<file path="src/rtl/fp_norm_arbiter.sv">
// fp_norm_arbiter: two requesters share one 32-bit leading-zero counter and one
// left shifter. Each accepted request goes through IDLE -> CNT -> NORM -> OUT and
// comes back to IDLE, so a result is produced at most once every four cycles.
// The shared mantissa is shifted until its leading 1 sits at bit 31. The exponent
// is reduced by the same shift amount and clamped at zero for subnormal results.

// Combinational leading-zero count of a 32-bit word. nlz is 0 when the word is zero,
// so all_zero must be used to qualify the count.
module lzc_32bit (
  input  logic [31:0] data,
  output logic [4:0]  nlz,
  output logic        all_zero
);

  // Scan from LSB to MSB so the highest set bit writes last and wins.
  always_comb begin
    nlz      = '0;
    all_zero = (data == 32'd0);
    for (int i = 0; i < 32; i++) begin
      if (data[i]) nlz = 5'(31 - i);
    end
  end

endmodule

module fp_norm_arbiter #(
  parameter int EXP_W = 8,
  parameter bit RR_EN = 1'b1
) (
  input  logic             i_clk,
  input  logic             i_rst_n,
  input  logic [1:0]       i_req_valid,
  output logic [1:0]       o_req_ready,
  input  logic [31:0]      i_req0_data,
  input  logic [EXP_W-1:0] i_req0_exp,
  input  logic             i_req0_sign,
  input  logic [31:0]      i_req1_data,
  input  logic [EXP_W-1:0] i_req1_exp,
  input  logic             i_req1_sign,
  output logic             o_valid,
  input  logic             i_out_ready,
  output logic [31:0]      o_data,
  output logic [EXP_W-1:0] o_exp,
  output logic             o_sign,
  output logic             o_zero,
  output logic             o_uf,
  output logic             o_id,
  output logic             o_busy
);

  typedef enum logic [1:0] {IDLE, CNT, NORM, OUT} state_t;

  typedef struct packed {
    logic [31:0]      data;
    logic [EXP_W-1:0] exp;
    logic             sign;
    logic             id;
  } req_t;

  state_t           state, state_nxt;
  req_t             cap;
  logic             last_id;
  logic [1:0]       grant;
  logic             hs;
  logic [4:0]       lz_cnt, nlz_q;
  logic             lz_zero, zero_q;
  logic [EXP_W-1:0] n_ext, uf_shift;
  logic [31:0]      r_data;
  logic [EXP_W-1:0] r_exp;
  logic             r_uf;

  // Grant: a lone valid requester wins outright; on contention the requester not
  // served last wins under round-robin, requester 0 always wins otherwise.
  always_comb begin
    grant = '0;
    case (i_req_valid)
      2'b01:   grant = 2'b01;
      2'b10:   grant = 2'b10;
      2'b11:   grant = (RR_EN && !last_id) ? 2'b10 : 2'b01;
      default: grant = '0;
    endcase
  end

  // Next state and ready. Ready is only offered in IDLE and is forced low while reset
  // is asserted, so every output reads 0 during reset.
  always_comb begin
    state_nxt   = state;
    o_req_ready = '0;
    case (state)
      IDLE: begin
        if (i_rst_n) o_req_ready = grant;
        if (|(grant & i_req_valid)) state_nxt = CNT;
      end
      CNT:     state_nxt = NORM;
      NORM:    state_nxt = OUT;
      OUT:     if (i_out_ready) state_nxt = IDLE;
      default: state_nxt = IDLE;
    endcase
  end

  assign hs     = |(o_req_ready & i_req_valid);
  assign o_busy = (state != IDLE);

  // State register.
  always_ff @(posedge i_clk or negedge i_rst_n) begin
    if (!i_rst_n) state <= IDLE;
    else          state <= state_nxt;
  end

  // Capture the granted request. The pointer starts at 1 so requester 0 wins the
  // first contention after reset.
  always_ff @(posedge i_clk or negedge i_rst_n) begin
    if (!i_rst_n) begin
      cap     <= '0;
      last_id <= 1'b1;
    end else if (state == IDLE && hs) begin
      cap     <= grant[1] ? req_t'{i_req1_data, i_req1_exp, i_req1_sign, 1'b1}
                          : req_t'{i_req0_data, i_req0_exp, i_req0_sign, 1'b0};
      last_id <= grant[1];
    end
  end

  lzc_32bit u_lzc (
    .data     (cap.data),
    .nlz      (lz_cnt),
    .all_zero (lz_zero)
  );

  // Register the count in CNT so the shifter in NORM starts from a flop.
  always_ff @(posedge i_clk or negedge i_rst_n) begin
    if (!i_rst_n) begin
      nlz_q  <= '0;
      zero_q <= 1'b0;
    end else if (state == CNT) begin
      nlz_q  <= lz_cnt;
      zero_q <= lz_zero;
    end
  end

  assign n_ext    = EXP_W'(nlz_q);
  assign uf_shift = (cap.exp == '0) ? '0 : cap.exp - EXP_W'(1);

  // Result: a full normalization when the exponent can absorb the shift. Otherwise
  // the shift stops where the exponent reaches 0 and the result is flagged subnormal.
  always_comb begin
    r_data = '0;
    r_exp  = '0;
    r_uf   = 1'b0;
    if (!zero_q) begin
      if (cap.exp > n_ext) begin
        r_data = cap.data << nlz_q;
        r_exp  = cap.exp - n_ext;
      end else begin
        r_data = cap.data << uf_shift;
        r_uf   = 1'b1;
      end
    end
  end

  // Output register: loaded in NORM, held through OUT, valid cleared on consume.
  always_ff @(posedge i_clk or negedge i_rst_n) begin
    if (!i_rst_n) begin
      o_valid <= 1'b0;
      o_data  <= '0;
      o_exp   <= '0;
      o_sign  <= 1'b0;
      o_zero  <= 1'b0;
      o_uf    <= 1'b0;
      o_id    <= 1'b0;
    end else if (state == NORM) begin
      o_valid <= 1'b1;
      o_data  <= r_data;
      o_exp   <= r_exp;
      o_sign  <= cap.sign;
      o_zero  <= zero_q;
      o_uf    <= r_uf;
      o_id    <= cap.id;
    end else if (state == OUT && i_out_ready) begin
      o_valid <= 1'b0;
    end
  end

endmodule

</file>
<file path="config.mk">
export PLATFORM = sky130hd
export DESIGN_NAME = fp_norm_arbiter
export DESIGN_NICKNAME = d
export VERILOG_FILES = /design/src/rtl/fp_norm_arbiter.sv
export SDC_FILE = /design/constraint.sdc
export NUM_CORES = 1
export LEC_CHECK = 0
export CAP_MARGIN = 20
export CORE_UTILIZATION = 25
export DETAILED_ROUTE_END_ITERATION = 7
export HOLD_SLACK_MARGIN = 0.02
export SYNTH_ARGS = -nofsm -noshare
export SYNTH_HDL_FRONTEND = slang
export SYNTH_SLANG_ARGS = --single-unit
</file>
<file path="constraint.sdc">
create_clock -name i_clk -period 3.19 [get_ports i_clk]
set_input_delay 0.319 -clock i_clk [delete_from_list [all_inputs] [get_ports i_clk]]
set_output_delay 0.319 -clock i_clk [all_outputs]
set_load 0.05 [all_outputs]
</file>
==> flow_summary.toml <==
[run_status]
status = "complete, no violations"

[route]
vias_per_cell = 4.96
via_count = 5963
drt_wl_total_um = 20300
dr.pass1.iters = 5
wire_per_inst_um = 16.9
ant_nets = 0
drtIter0Drc = 347
drc = 0

[die]
die_w_um = 162
die_h_um = 162
row_count = 58
pin_count = 135
initial_core_util = 0.254
core_um2 = 25100
dieArea_um2 = 26100

[synthesis]
ys_ff_latch = 96
syn-num-nets = 757
avgSynthCellArea_um2 = 9.70
synth_edf_count = 0
synth_cell_type_count = 78
synthTopCellsByArea = "dfrtp_1 37%, mux2i_1 13%, o21ai_0 4.4%"
synth_area_um2 = 6370
synth-seq-area-share = 0.377
synth_most_common_cell = "dfrtp_1"
async_flop_share = 1.00
synth_top_area_cell = "dfrtp_1"
synth_commonest_cells = "95 x dfrtp_1, 82 x mux2i_1, 73 x nand2_1"
synth_flop_cell = "dfrtp_1"
syn_inst = 657
yosys_warnings = 0
synth_top_area_share = 0.373

[worst_setup_path]
critPathSlowestCell = "dfrtp_1"
path_cells = "inv_2, ha_1, inv_2, fa_2, a211oi_4, o21a_2, nor2_4, nand2_2, buf_4, o21ai_4, buf_12, clkbuf_16, o22ai_2, a21oi_1, buf_4, mux2_2, o221ai_1"
criticalPathCategory = "flip-flop to flip-flop"
start_kind = "flip-flop"
worst_path_largest_cell_delay_ps = 390
cp_max_fo = 10
cp.arrival_ps = 3410
end_kind = "flip-flop"
required_ps = 3460

[global_route]
grt_pass1_vias = 5657
grt_pass1_wl_um = 31800
globalRouteTotalUtil = 0.156
antenna_found_initial = 0
grt_max_degree = 83
overflow = 0

[final_layout]
drive_gt1_frac = 0.229
final_util = 0.373
layout.nets = 968
syn2layout_area_growth_pct = 46.9
antenna_cells = 0

[timing]
finalSetupViolations = 0
max_freq_mhz = 318
finClkSkew_ps = 12.4
hold_violations = 0
slew_headroom = 0.504
rsz0062_at_grt = "yes"
worst_pin_slew_ps = 743
period_minus_slack_ps = 3140
fin_crit_sh = 0.986
holdWs_ps = 72.1
report.final.slew_viol_count = 0

[clocking]
numCtsBuffers = 9
clk_pin_slew_ps = 70
cts_sinks = 96
clkLatencyLatePin_ps = 360
cts_tree = "built"
clock_path_buffers = 2
ctsHtreeMaxLevel = 3
root_buffer = "clkbuf_16"
postCtsHoldBufs = 0

[placement]
place_hpwl_um = 15800
gp_congestion = 0.885
portBuffers = 134

[job]
maxCapViolCount = 0

[worst_hold_path]
hp-class = "input port to async pin"
[final timing paths]
| check | from | end | slack (ps) | cells past startpoint |
|---|---|---|---|---|
| worst min register to register | o_exp[4] | o_exp[4] | 490 | 1 |
| worst max-delay path | cap[2] | o_data[28] | 50 | 17 |
| worst min-delay path | i_rst_n | o_exp[2] | 70 | 2 |
| max in group asynchronous | i_rst_n | cap[27] | 1980 | 3 |
| min in group i_clk | i_rst_n | last_id | 380 | 3 |
| worst max register to register | cap[2] | o_data[28] | 50 | 17 |
[metal layers]
layer	GRT usage	vias to the layer above	share of wire
met4	0.0360	0	0.012
met2	0.237	206	0.44
li1	-	2900	-
met3	0.0266	16	0.058
met5	0	-	0
met1	0.228	2841	0.49
[state kept, by name, indices dropped and copies added (netlist names)]
signal and cells:
o_zero 1, state 2, last_id 1, o_sign 1, o_id 1, o_exp 8, zero_q 1, o_valid 1
o_data 32, cap 42, nlz_q 5, o_uf 1
[final cells by class]
type                       count  area, um^2
multi-input combinational    501        3900
inverter                      20        75.1
tap                          330         413
fill                        2592       15700
sequential                    96        2400
clock inverter                 5        62.6
timing repair buffer         240        2270
clock buffer                  11         243
[what timing repair did]
item	4_1_cts	5_1_grt
endpoints found under the hold margin	0	0
pin swaps	4	17
resized for setup	22	40
endpoints found under the setup margin	28	28
gates cloned	2	2
setup buffers	2	8
[cell families (layout without fill, tap and decap cells)]
family,count (synthesis),after routing,share of synthesized area
AOI/OAI and AO/OA,207,207,0.230
xor gates and xnor gates,8,8,0.0110
adders and majority gates,13,13,0.0267
buffers and inverters,62,276,0.0605
DFF,96,96,0.377
muxes,96,96,0.162
and+or+nand+nor,175,177,0.133
[cell usage in the layout (no fill, tap or decap), types with 5 or more instances in the layout]
master / instances
nor3_1: 12
buf_4: 96
clkbuf_16: 11
o2bb2ai_1: 19
inv_1: 17
mux2_2: 7
nor4_1: 8
o21ai_0: 55
a22o_1: 7
nor2b_1: 6
buf_12: 7
xnor2_1: 5
a21oi_1: 15
o21ai_1: 8
dfrtp_1: 95
o22a_1: 11
ha_1: 10
o22ai_1: 14
o221ai_1: 6
nor2_1: 33
nand2_1: 69
nand3_1: 11
a221o_1: 5
mux2i_1: 71
mux2i_4: 5
clkdlybuf4s50_1: 132
mux2i_2: 7
[through the flow]
| step | setup slack (ps) | instances | TNS [ps] | area [um^2] |
|---|---|---|---|---|
| 2_1_floorplan | 21.1 | 657 | 0 | 6380 |
| 3_3_place_gp | -246 | 1173 | -1580 | 8610 |
| 3_5_place_dp | -257 | 1173 | -2610 | 8610 |
| 4_1_cts | -10.1 | 1193 | -23.2 | 9030 |
| 5_1_grt | -102 | 1203 | -723 | 9360 |
| 6_report | 45.7 | 1203 | 0 | 9360 |
[critical path, delay by kind of cell (launching register included)]
kind | cells | cell delay (ps)
flip-flops | 1 | 390
buffers and inverters | 6 | 680
AO/OA/AOI/OAI | 6 | 990
AND/OR/NAND/NOR | 2 | 160
adder cells (fa/ha/maj) | 2 | 540
multiplexers | 1 | 290
Power is left out: the tool's default activity adds up to more than one toggle a clock period on the data nets, which glitch-free logic cannot reach.
